===== src/rtl/rsa_pkg.sv =====
// Shared types for the modular exponentiator: default operand width, FSM state encoding
// and a ceil-log2 helper for sizing bit counters.
package rsa_pkg;

  localparam int unsigned RSA_WIDTH = 32;

  typedef enum logic [2:0] {
    StIdle,
    StLoad,
    StMul,
    StSqr,
    StFin
  } state_e;

  function automatic int unsigned clog2(input int unsigned v);
    int unsigned r;
    r = 0;
    while ((64'd1 << r) < 64'(v)) r++;
    return (r == 0) ? 1 : r;
  endfunction

endpackage


===== src/rtl/mod_exp_unit_if.sv =====
// Request/response bundle of the modular exponentiator.
interface mod_exp_unit_if #(
  parameter int unsigned WIDTH = rsa_pkg::RSA_WIDTH
);
  logic             start;
  logic [WIDTH-1:0] base;
  logic [WIDTH-1:0] exponent;
  logic [WIDTH-1:0] modulus;
  logic             busy;
  logic             done;
  logic             err;
  logic [WIDTH-1:0] result;

  modport master (
    output start, base, exponent, modulus,
    input  busy, done, err, result
  );

  modport slave (
    input  start, base, exponent, modulus,
    output busy, done, err, result
  );
endinterface


===== src/rtl/mod_exp_unit_mult.sv =====
// Bit-serial shift-add modular multiplier: product = x*y mod n, MSB of y first, exactly
// WIDTH cycles from the start cycle to the done cycle. Requires x < n.
module mod_mult_serial
  import rsa_pkg::*;
#(
  parameter int unsigned WIDTH = RSA_WIDTH
) (
  input  logic             clk,
  input  logic             rst_n,
  input  logic             start,
  input  logic [WIDTH-1:0] x,
  input  logic [WIDTH-1:0] y,
  input  logic [WIDTH-1:0] n,
  output logic             busy,
  output logic             done,
  output logic [WIDTH-1:0] product
);
  localparam int unsigned CntW = clog2(WIDTH);

  logic [WIDTH-1:0] r_q, x_q, y_q, n_q;
  logic [CntW-1:0]  cnt_q;
  logic             busy_q;

  logic [WIDTH-1:0] r_in, xs, ys, ns;
  logic [CntW-1:0]  idx;
  logic [WIDTH:0]   t;

  // The start cycle already processes the top bit straight from the operand inputs,
  // and the final bit is exposed combinationally, so a product spans exactly WIDTH cycles.
  always_comb begin
    r_in = start ? '0 : r_q;
    xs   = start ? x : x_q;
    ys   = start ? y : y_q;
    ns   = start ? n : n_q;
    idx  = start ? CntW'(WIDTH - 1) : cnt_q;
    t    = {r_in, 1'b0};
    if (t >= {1'b0, ns}) t = t - {1'b0, ns};
    if (ys[idx]) t = t + {1'b0, xs};
    if (t >= {1'b0, ns}) t = t - {1'b0, ns};
    product = t[WIDTH-1:0];
    done    = busy_q && (cnt_q == '0);
    busy    = busy_q;
  end

  always_ff @(posedge clk) begin
    if (!rst_n) begin
      r_q    <= '0;
      x_q    <= '0;
      y_q    <= '0;
      n_q    <= '0;
      cnt_q  <= '0;
      busy_q <= 1'b0;
    end else if (start) begin
      r_q    <= product;
      x_q    <= x;
      y_q    <= y;
      n_q    <= n;
      cnt_q  <= CntW'(WIDTH - 2);
      busy_q <= 1'b1;
    end else if (busy_q) begin
      r_q   <= product;
      cnt_q <= cnt_q - 1'b1;
      if (cnt_q == '0) busy_q <= 1'b0;
    end
  end

endmodule


===== src/rtl/mod_exp_unit.sv =====
// Square-and-multiply modular exponentiator: result = base^exponent mod modulus.
// Define MODEXP_EARLY_EXIT_EN for the data-dependent fast schedule; default is fixed latency.
module mod_exp_unit
  import rsa_pkg::*;
#(
  parameter int unsigned WIDTH = RSA_WIDTH
) (
  input logic          clk,
  input logic          rst_n,
  mod_exp_unit_if.slave bus
);
  localparam int unsigned CntW = clog2(WIDTH);

  state_e           state_q;
  logic [WIDTH-1:0] acc_q, b_q, e_q, n_q, result_q;
  logic [CntW-1:0]  bitcnt_q;
  logic             busy_q, done_q, err_q;

  logic             mul_start, mul_busy, mul_done;
  logic [WIDTH-1:0] mul_x, mul_p;
  logic [WIDTH-1:0] acc_init;
  logic             bad_op;

  always_comb begin
    mul_start = ((state_q == StMul) || (state_q == StSqr)) && !mul_busy;
    mul_x     = (state_q == StSqr) ? b_q : acc_q;
    acc_init  = (n_q == WIDTH'(1)) ? '0 : WIDTH'(1);
    bad_op    = (n_q == '0) || (b_q >= n_q);
  end

  mod_mult_serial #(
    .WIDTH(WIDTH)
  ) u_mult (
    .clk    (clk),
    .rst_n  (rst_n),
    .start  (mul_start),
    .x      (mul_x),
    .y      (b_q),
    .n      (n_q),
    .busy   (mul_busy),
    .done   (mul_done),
    .product(mul_p)
  );

  always_ff @(posedge clk) begin
    if (!rst_n) begin
      state_q  <= StIdle;
      acc_q    <= '0;
      b_q      <= '0;
      e_q      <= '0;
      n_q      <= '0;
      bitcnt_q <= '0;
      result_q <= '0;
      busy_q   <= 1'b0;
      done_q   <= 1'b0;
      err_q    <= 1'b0;
    end else begin
      unique case (state_q)
        StIdle: begin
          done_q <= 1'b0;
          if (bus.start) begin
            b_q     <= bus.base;
            e_q     <= bus.exponent;
            n_q     <= bus.modulus;
            err_q   <= 1'b0;
            busy_q  <= 1'b1;
            state_q <= StLoad;
          end
        end
        StLoad: begin
          acc_q    <= acc_init;
          bitcnt_q <= '0;
          if (bad_op) begin
            err_q    <= 1'b1;
            result_q <= '0;
            done_q   <= 1'b1;
            busy_q   <= 1'b0;
            state_q  <= StFin;
          end else begin
`ifdef MODEXP_EARLY_EXIT_EN
            if (e_q == '0) begin
              result_q <= acc_init;
              done_q   <= 1'b1;
              busy_q   <= 1'b0;
              state_q  <= StFin;
            end else begin
              state_q <= e_q[0] ? StMul : StSqr;
            end
`else
            state_q <= StMul;
`endif
          end
        end
        StMul: begin
          if (mul_done) begin
            if (e_q[0]) acc_q <= mul_p;
`ifdef MODEXP_EARLY_EXIT_EN
            // Only entered with e[0]==1, so the fresh product is the running result.
            if ((e_q >> 1) == '0) begin
              result_q <= mul_p;
              done_q   <= 1'b1;
              busy_q   <= 1'b0;
              state_q  <= StFin;
            end else begin
              state_q <= StSqr;
            end
`else
            state_q <= StSqr;
`endif
          end
        end
        StSqr: begin
          if (mul_done) begin
            b_q      <= mul_p;
            e_q      <= e_q >> 1;
            bitcnt_q <= bitcnt_q + 1'b1;
`ifdef MODEXP_EARLY_EXIT_EN
            state_q <= e_q[1] ? StMul : StSqr;
`else
            if (bitcnt_q == CntW'(WIDTH - 1)) begin
              result_q <= acc_q;
              done_q   <= 1'b1;
              busy_q   <= 1'b0;
              state_q  <= StFin;
            end else begin
              state_q <= StMul;
            end
`endif
          end
        end
        StFin: begin
          done_q  <= 1'b0;
          state_q <= StIdle;
        end
        default: state_q <= StIdle;
      endcase
    end
  end

  assign bus.busy   = busy_q;
  assign bus.done   = done_q;
  assign bus.err    = err_q;
  assign bus.result = result_q;

endmodule


===== src/flat_wrapper.sv =====
// flat-port wrapper written by rule: the top's interface ports become plain ports
module mod_exp_unit_flat import rsa_pkg::*;
#(
  parameter int unsigned WIDTH = RSA_WIDTH
)
  (clk, rst_n, bus_start, bus_base, bus_exponent, bus_modulus, bus_busy, bus_done, bus_err, bus_result);
  mod_exp_unit_if #(.WIDTH(WIDTH)) bus_i ();
  input logic clk;
  input logic rst_n;
  input wire logic [$bits(bus_i.start)-1:0] bus_start;
  input wire logic [$bits(bus_i.base)-1:0] bus_base;
  input wire logic [$bits(bus_i.exponent)-1:0] bus_exponent;
  input wire logic [$bits(bus_i.modulus)-1:0] bus_modulus;
  output wire logic [$bits(bus_i.busy)-1:0] bus_busy;
  output wire logic [$bits(bus_i.done)-1:0] bus_done;
  output wire logic [$bits(bus_i.err)-1:0] bus_err;
  output wire logic [$bits(bus_i.result)-1:0] bus_result;
  assign bus_i.start = bus_start;
  assign bus_i.base = bus_base;
  assign bus_i.exponent = bus_exponent;
  assign bus_i.modulus = bus_modulus;
  assign bus_busy = bus_i.busy;
  assign bus_done = bus_i.done;
  assign bus_err = bus_i.err;
  assign bus_result = bus_i.result;
  mod_exp_unit #(.WIDTH(WIDTH)) u_core (.clk(clk), .rst_n(rst_n), .bus(bus_i));
endmodule

===== config.mk =====
export PLATFORM = sky130hd
export DESIGN_NAME = mod_exp_unit_flat
export DESIGN_NICKNAME = d
export VERILOG_FILES = /design/src/rtl/rsa_pkg.sv /design/src/rtl/mod_exp_unit_if.sv /design/src/rtl/mod_exp_unit_mult.sv /design/src/rtl/mod_exp_unit.sv /design/src/flat_wrapper.sv
export SDC_FILE = /design/constraint.sdc
export NUM_CORES = 1
export LEC_CHECK = 0
export ABC_CLOCK_PERIOD_IN_PS = 12600
export BUFFER_PORTS_ARGS = -buffer_cell sky130_fd_sc_hd__clkbuf_2
export CAP_MARGIN = 25
export CORE_ASPECT_RATIO = 1.5
export CORE_UTILIZATION = 30
export CTS_CLUSTER_SIZE = 25
export DETAILED_ROUTE_END_ITERATION = 16
export SYNTH_ARGS = -nofsm -noshare
export SYNTH_HDL_FRONTEND = slang
export SYNTH_SLANG_ARGS = --single-unit

===== constraint.sdc =====
create_clock -name clk -period 12.6 [get_ports clk]
set_input_delay 0.63 -clock clk [delete_from_list [all_inputs] [get_ports clk]]
set_output_delay 0.63 -clock clk [all_outputs]
set_load 0.01 [all_outputs]

# Yosys cells after proc, flatten, opt, wreduce, memory -nomap -nowiden
# Cells that the tools add are included.
[totals] inputBits=99 reg_bits=305
[classes] magnitude_cmp=4 n_mux=51 eq_ne=12 reduce_logical=26 n_addsub=5 bitwise_logic=1
[ops] op="2-to-1 mux 32 bit" count=17
[ops] op="one-hot mux 32 bit (2 select lines)" count=4
[ops] op="greater-or-equal comparator 33 x 32 -> 1 bit" count=2
[ops] op="2-to-1 mux 33 bit" count=2
[ops] op="adder 33 x 32 -> 33 bit" count=1
[ops] op="subtractor 33 x 32 -> 33 bit" count=1
[ops] op="equality test 32 x 1 -> 1 bit (second input constant)" count=1
[ops] op="greater-or-equal comparator 32 bit" count=1
[ops] op="logical NOT 32 bit" count=1
[ops] op="subtractor 32 bit" count=1
[ops] op="2-to-1 mux 5 bit" count=4
[ops] op="2-to-1 mux 3 bit" count=5
[ops] op="2-to-1 mux 1 bit" count=13
[ops] op="one-hot mux 3 bit (4 select lines)" count=1
[ops] op="AND reduction 3 bit" count=4
[ops] op="one-hot mux 5 bit (2 select lines)" count=1
[ops] op="nonzero test 2 bit" count=5
[ops] op="!= test 2 x 1 -> 1 bit (second input constant)" count=4
[ops] op="AND reduction 4 bit" count=2
[ops] op="equality test 3 x 2 -> 1 bit (second input constant)" count=2
[ops] op="< comparator 5 x 6 -> 1 bit (second input constant)" count=1
[ops] op="one-hot mux 1 bit (3 select lines)" count=2
[ops] op="nonzero test 3 bit" count=2
[ops] op="adder 5 x 1 -> 5 bit (second input constant)" count=1
[ops] op="other kinds (16)" count=21

# Longest topological paths before layout
[depth] depth_word=13 mapped_depth=44 ltp_nobuf=34

# Cells and area by module
# From an unflattened synthesis, not the netlist that was laid out.
[unflattened] hier_cells=2501 area_unflattened_um2=20178.1
[by_module_without_submodules] module="mod_mult_serial" n_inst=1 seq_area_each_um2=2682.6 area_each_um2=12054.1 cells_per_inst=1414
[by_module_without_submodules] module="mod_exp_unit" n_inst=1 seq_area_each_um2=3423.3 area_each_um2=8124.0 cells_per_inst=1087

# Worst setup path after synthesis
# Ideal clock, no wire load.
[synth_path] path_type="register to register" startpoint="register u_core.u_mult.busy_q, in the netlist u_core.u_mult.busy" endpoint="register u_core.b_q[1]" required_ns=12.462 setup_ns=0.138 path_stages_with_launch=44 path_slack_ns=3.517 arrival_ns=8.945 path_buffers=10 path_cell_list="dfxtp_1 -> buf_6 -> or3b_1 -> buf_6 -> clkbuf_1 -> clkbuf_1 -> buf_1 -> mux2i_1 -> ha_1 -> a21oi_1 -> o21ai_0 -> nor3b_1 -> a211oi_1 -> o2111ai_1 -> and2_1 -> clkbuf_1 -> clkbuf_1 -> clkbuf_1 -> (+8 left out) -> o31a_1 -> a22oi_1 -> mux2i_1 -> a211oi_1 -> inv_1 -> ha_1 -> clkbuf_1 -> a21oi_1 -> o21ai_0 -> nand2b_1 -> a21boi_0 -> a31oi_1 -> a221oi_2 -> inv_1 -> nor2_1 -> buf_4 -> mux2i_1 -> o221ai_1"
[synth_between] elab_chain_len=11
[synth_rtl] item="start, declared" line="mod_exp_unit_mult.sv:22" rtl="logic busy_q;"
[synth_rtl] item="start signal, assigned" line="mod_exp_unit_mult.sv:52" rtl="busy_q <= 1'b0;"
[synth_rtl] item="start signal, assigned" line="mod_exp_unit_mult.sv:59" rtl="busy_q <= 1'b1;"
[synth_rtl] item="start signal, assigned" line="mod_exp_unit_mult.sv:63" rtl="if (cnt_q == '0) busy_q <= 1'b0;"
[synth_rtl] item="logical NOT 1 bit" line="mod_exp_unit.sv:25" rtl="mul_start = ((state_q == StMul) || (state_q == StSqr)) && !mul_busy;"
[synth_rtl] item="logical AND 1 bit" line="mod_exp_unit.sv:25"
[synth_rtl] item="2-to-1 mux 32 bit, on equally long branches"
[synth_rtl] item="subtractor 33 x 32 -> 33 bit or greater-or-equal comparator 33 x 32 -> 1 bit (tied branches)" line="mod_exp_unit_mult.sv:37" rtl="if (t >= {1'b0, ns}) t = t - {1'b0, ns};"
[synth_rtl] item="2-to-1 mux 33 bit" line="mod_exp_unit_mult.sv:37"
[synth_rtl] item="adder 33 x 32 -> 33 bit" line="mod_exp_unit_mult.sv:38" rtl="if (ys[idx]) t = t + {1'b0, xs};"
[synth_rtl] item="2-to-1 mux 33 bit" line="mod_exp_unit_mult.sv:38"
[synth_rtl] item="subtractor 32 bit or greater-or-equal comparator 33 x 32 -> 1 bit (tied branches)" line="mod_exp_unit_mult.sv:39" rtl="if (t >= {1'b0, ns}) t = t - {1'b0, ns};"
[synth_rtl] item="2-to-1 mux 32 bit" line="mod_exp_unit_mult.sv:39"
[synth_rtl] item="2-to-1 mux 32 bit" line="mod_exp_unit.sv:113" rtl="if (mul_done) begin"
[synth_rtl] item="one-hot mux 32 bit (2 select lines)" line="mod_exp_unit.sv:58" rtl="unique case (state_q)"
[synth_rtl] item="end signal, assigned" line="mod_exp_unit.sv:62" rtl="b_q <= bus.base;"
[synth_rtl] item="end signal, assigned" line="mod_exp_unit.sv:114" rtl="b_q <= mul_p;"
[synth_rtl] item="end, declared" line="mod_exp_unit.sv:15" rtl="logic [WIDTH-1:0] acc_q, b_q, e_q, n_q, result_q;"
# Parallel ways exist; a longest one is shown, timed or not. The select of a mux whose other input is x is not followed.
# A chain may end at the register's enable or synchronous reset.

# Worst setup path in the final report
[layout_path] startpoint="register u_core.u_mult.busy_q, in the netlist u_core.u_mult.busy" endpoint="register u_core.b_q[24]"
# The elaborated chain is that of the path after synthesis.

==> results.cfg <==
[route]
drt_wl_total_mm = 79.7
drt-initial-drc-count = 1531
wl_per_cell_um = 23.1
postRouteAntennaNets = 0
drc = 0
dr.pass1.iters = 6
num_vias = 19300
vias_per_cell = 5.58

[hold_path]
hold_depth = 3
hp-class = input port to register
hold_start = bus_modulus[10]
hold_end = u_core.n_q[10]

[yosys]
syn_area_um2 = 19500
yosys-top-cells-area = dfxtp_1 (31%), ha_1 (8.5%), nand2_1 (7.2%)
syn-mean-instance-area_um2 = 7.71
ys_ff_latch = 305
synthesis.nets = 2759
syn_inst = 2525
synth.distinct_cells = 73
yosysTopAreaCellShare_pct = 31.4
yosys_warnings = 0
post-synth-top-area-cell = dfxtp_1
yosysSeqAreaShare_pct = 31.4
yosysMostFrequentCell = nand2_1
async_reset_ff_share_pct = 0
ys.flop_type = dfxtp_1
synth_edf_count = 0
synthTopCellsByCount = nand2_1 (371), dfxtp_1 (305), a21oi_1 (247)

[grt]
grt_pass1_wl_mm = 117
use_met2_pct = 41.1
antenna_found_initial = 0
grt_util_met3_pct = 2.75
gr-total-overflow = 0
grtUsageMet1_pct = 26.6
grtUsageTotal_pct = 23.6
top_usage_layer = met2
grt_pass1_vias = 18400
grt_max_degree = 105

[cells_and_area]
fin_util_pct = 34.1
layout-drive-gt1-share_pct = 11.7
nNetsFinal = 2798
syn_to_final_growth_pct = 12.9

[die]
initial_utilization_pct = 30.3
die_area_um2 = 65900
io_pins = 134
core_um2 = 64300
fp-row-count = 114
die_height_um = 314
die_w_um = 210

[clock_tree]
cts.path.max_buffers = 3
cts_sinks = 305
path_clk_slew_ps = 70
clk_latency_ps = 610
postCtsSetupRepairBufs = 0
cts_tree = yes
h-tree-depth = 1
cts_resized = 0
numCtsBuffers = 30
cts_hold_buffers = 0
cts_root_buf = clkbuf_16

[setup_path]
critPathMaxFanout = 37
cp_common_cell = buf_4
reg2reg_setup_slack_ps = 1680
endpoint_kind = register
cp_slowest_stage_delay_ps = 700
ff2ff_path_depth = 33
r2r_start = u_core.u_mult.busy
reg2reg_to = u_core.b_q[24]
setup.worst_path.class = register to register
required_ps = 13060
cp_slowest_cell = o221ai_1
start_kind = register
crit_arrival_ps = 11380

[sta]
fin_crit_sh_pct = 86.6
finalSetupTns_ps = 0
slew_violations = 0
setup_violations = 0
period_needed_ps = 10920
hold_violations = 0
skew_ps = 16.2
clock.fmax_mhz = 91.6
rsz0062_at_grt = false
max_slew_margin_pct = 34.7
worst_slew_pin_slew_ps = 977

[place]
dp_hpwl_mm = 60.9
gp_congestion = 1.05
io_buffer_count = 133

[outcome]
status = complete, no violations

[job]
drv_cap = 0
[critical path, delay by kind of cell, from the launching register on]
kind / cells / cell delay, ps
buffers and inverters: 5 / 1530
flip-flops: 1 / 600
AND/OR/NAND/NOR: 10 / 3350
multiplexers: 3 / 1250
AO/OA/AOI/OAI: 11 / 2550
adder cells (fa/ha/maj): 3 / 1230
XOR/XNOR: 1 / 160
[logic make-up (layout without fill, tap and decap cells)]
group / Yosys count / count (layout) / share of synthesized area (%)
DFF: 305 / 305 / 31.4
other: 0 / 1 / 0
adders and majority gates: 135 / 135 / 8.79
muxes: 106 / 106 / 6.02
and+or+nand+nor: 932 / 932 / 21.9
xor gates and xnor gates: 80 / 80 / 3.70
buffers and inverters: 254 / 317 / 5.11
AOI/OAI and AO/OA: 713 / 713 / 23.1
[through the flow]
stage / std cells / cell area, um2 / hold WS, ps / setup WS [ps]
floorplan: 2525 / 19500 / 432 / 3520
global placement: 3399 / 20900 / 442 / 1980
detailed placement: 3402 / 20900 / 444 / 1890
CTS: 3458 / 22000 / 233 / 1870
global route: 3458 / 22000 / 257 / 1170
finish: 3459 / 22000 / 248 / 1680
[cell usage in the layout, fill, tap and decap left out, types with 9 or more instances in the layout]
cell type  instances
o21a_1            15
xnor2_1           48
nor3_1            27
dfxtp_1          305
mux2_2            29
buf_4             35
nor2b_1           14
inv_1             90
xor2_1            31
nand2_1          370
and3_1            24
a31oi_1           49
clkbuf_16         31
o21bai_1          12
a21o_1            45
nand2b_1          19
nand4_1           33
mux2i_1           71
nor2_1           169
clkbuf_2         132
ha_1             132
a22o_1            10
nand3_1          158
o211ai_1          19
o221ai_1          20
or3_1              9
o21ba_2           10
a21oi_1          246
and2_1            64
a211oi_1          20
o21ai_0          152
nor4_1            14
a311oi_1          34
[cell type report]
type                            instances  area, um2
Inverter                               91        347
Multi-Input combinational cell       1966      12400
Antenna cell                            1       2.50
Tap cell                              870       1090
Fill cell                            6799      42400
Clock inverter                         17        168
Clock buffer                           39        846
Sequential cell                       305       6110
Timing Repair Buffer                  170        971
[worst max path at each step]
stage | from | end | slack [ps] | depth (start not counted)
3_3_place_gp | u_core.state_q[1] | u_core.b_q[24] | 1980 | 35
2_1_floorplan | u_core.u_mult.busy | u_core.b_q[1] | 3520 | 43
5_1_grt | u_core.u_mult.busy | u_core.b_q[24] | 1170 | 33
6_report | u_core.u_mult.busy | u_core.b_q[24] | 1680 | 33
4_1_cts | u_core.state_q[1] | u_core.b_q[24] | 1870 | 35
3_5_place_dp | u_core.state_q[1] | u_core.b_q[24] | 1890 | 35
[state kept, by name, summed over array words and instances (netlist names), 32 cells and up]
register / flops
u_core.acc_q: 32
u_core.e_q: 32
u_core.u_mult.x_q: 32
u_core.b_q: 32
u_core.u_mult.r_q: 32
u_core.n_q: 32
u_core.bus.result: 32
u_core.u_mult.n_q: 32
u_core.u_mult.y_q: 32
[metal layers]
metal	wire length (um)	share of wire, %
met2	38400	48
met3	4690	5.9
met1	30500	38
met5	0	0
met4	6240	7.8
Power is not shown: default switching activity piles up to over one toggle a cycle in this logic, so the estimate is an artifact.
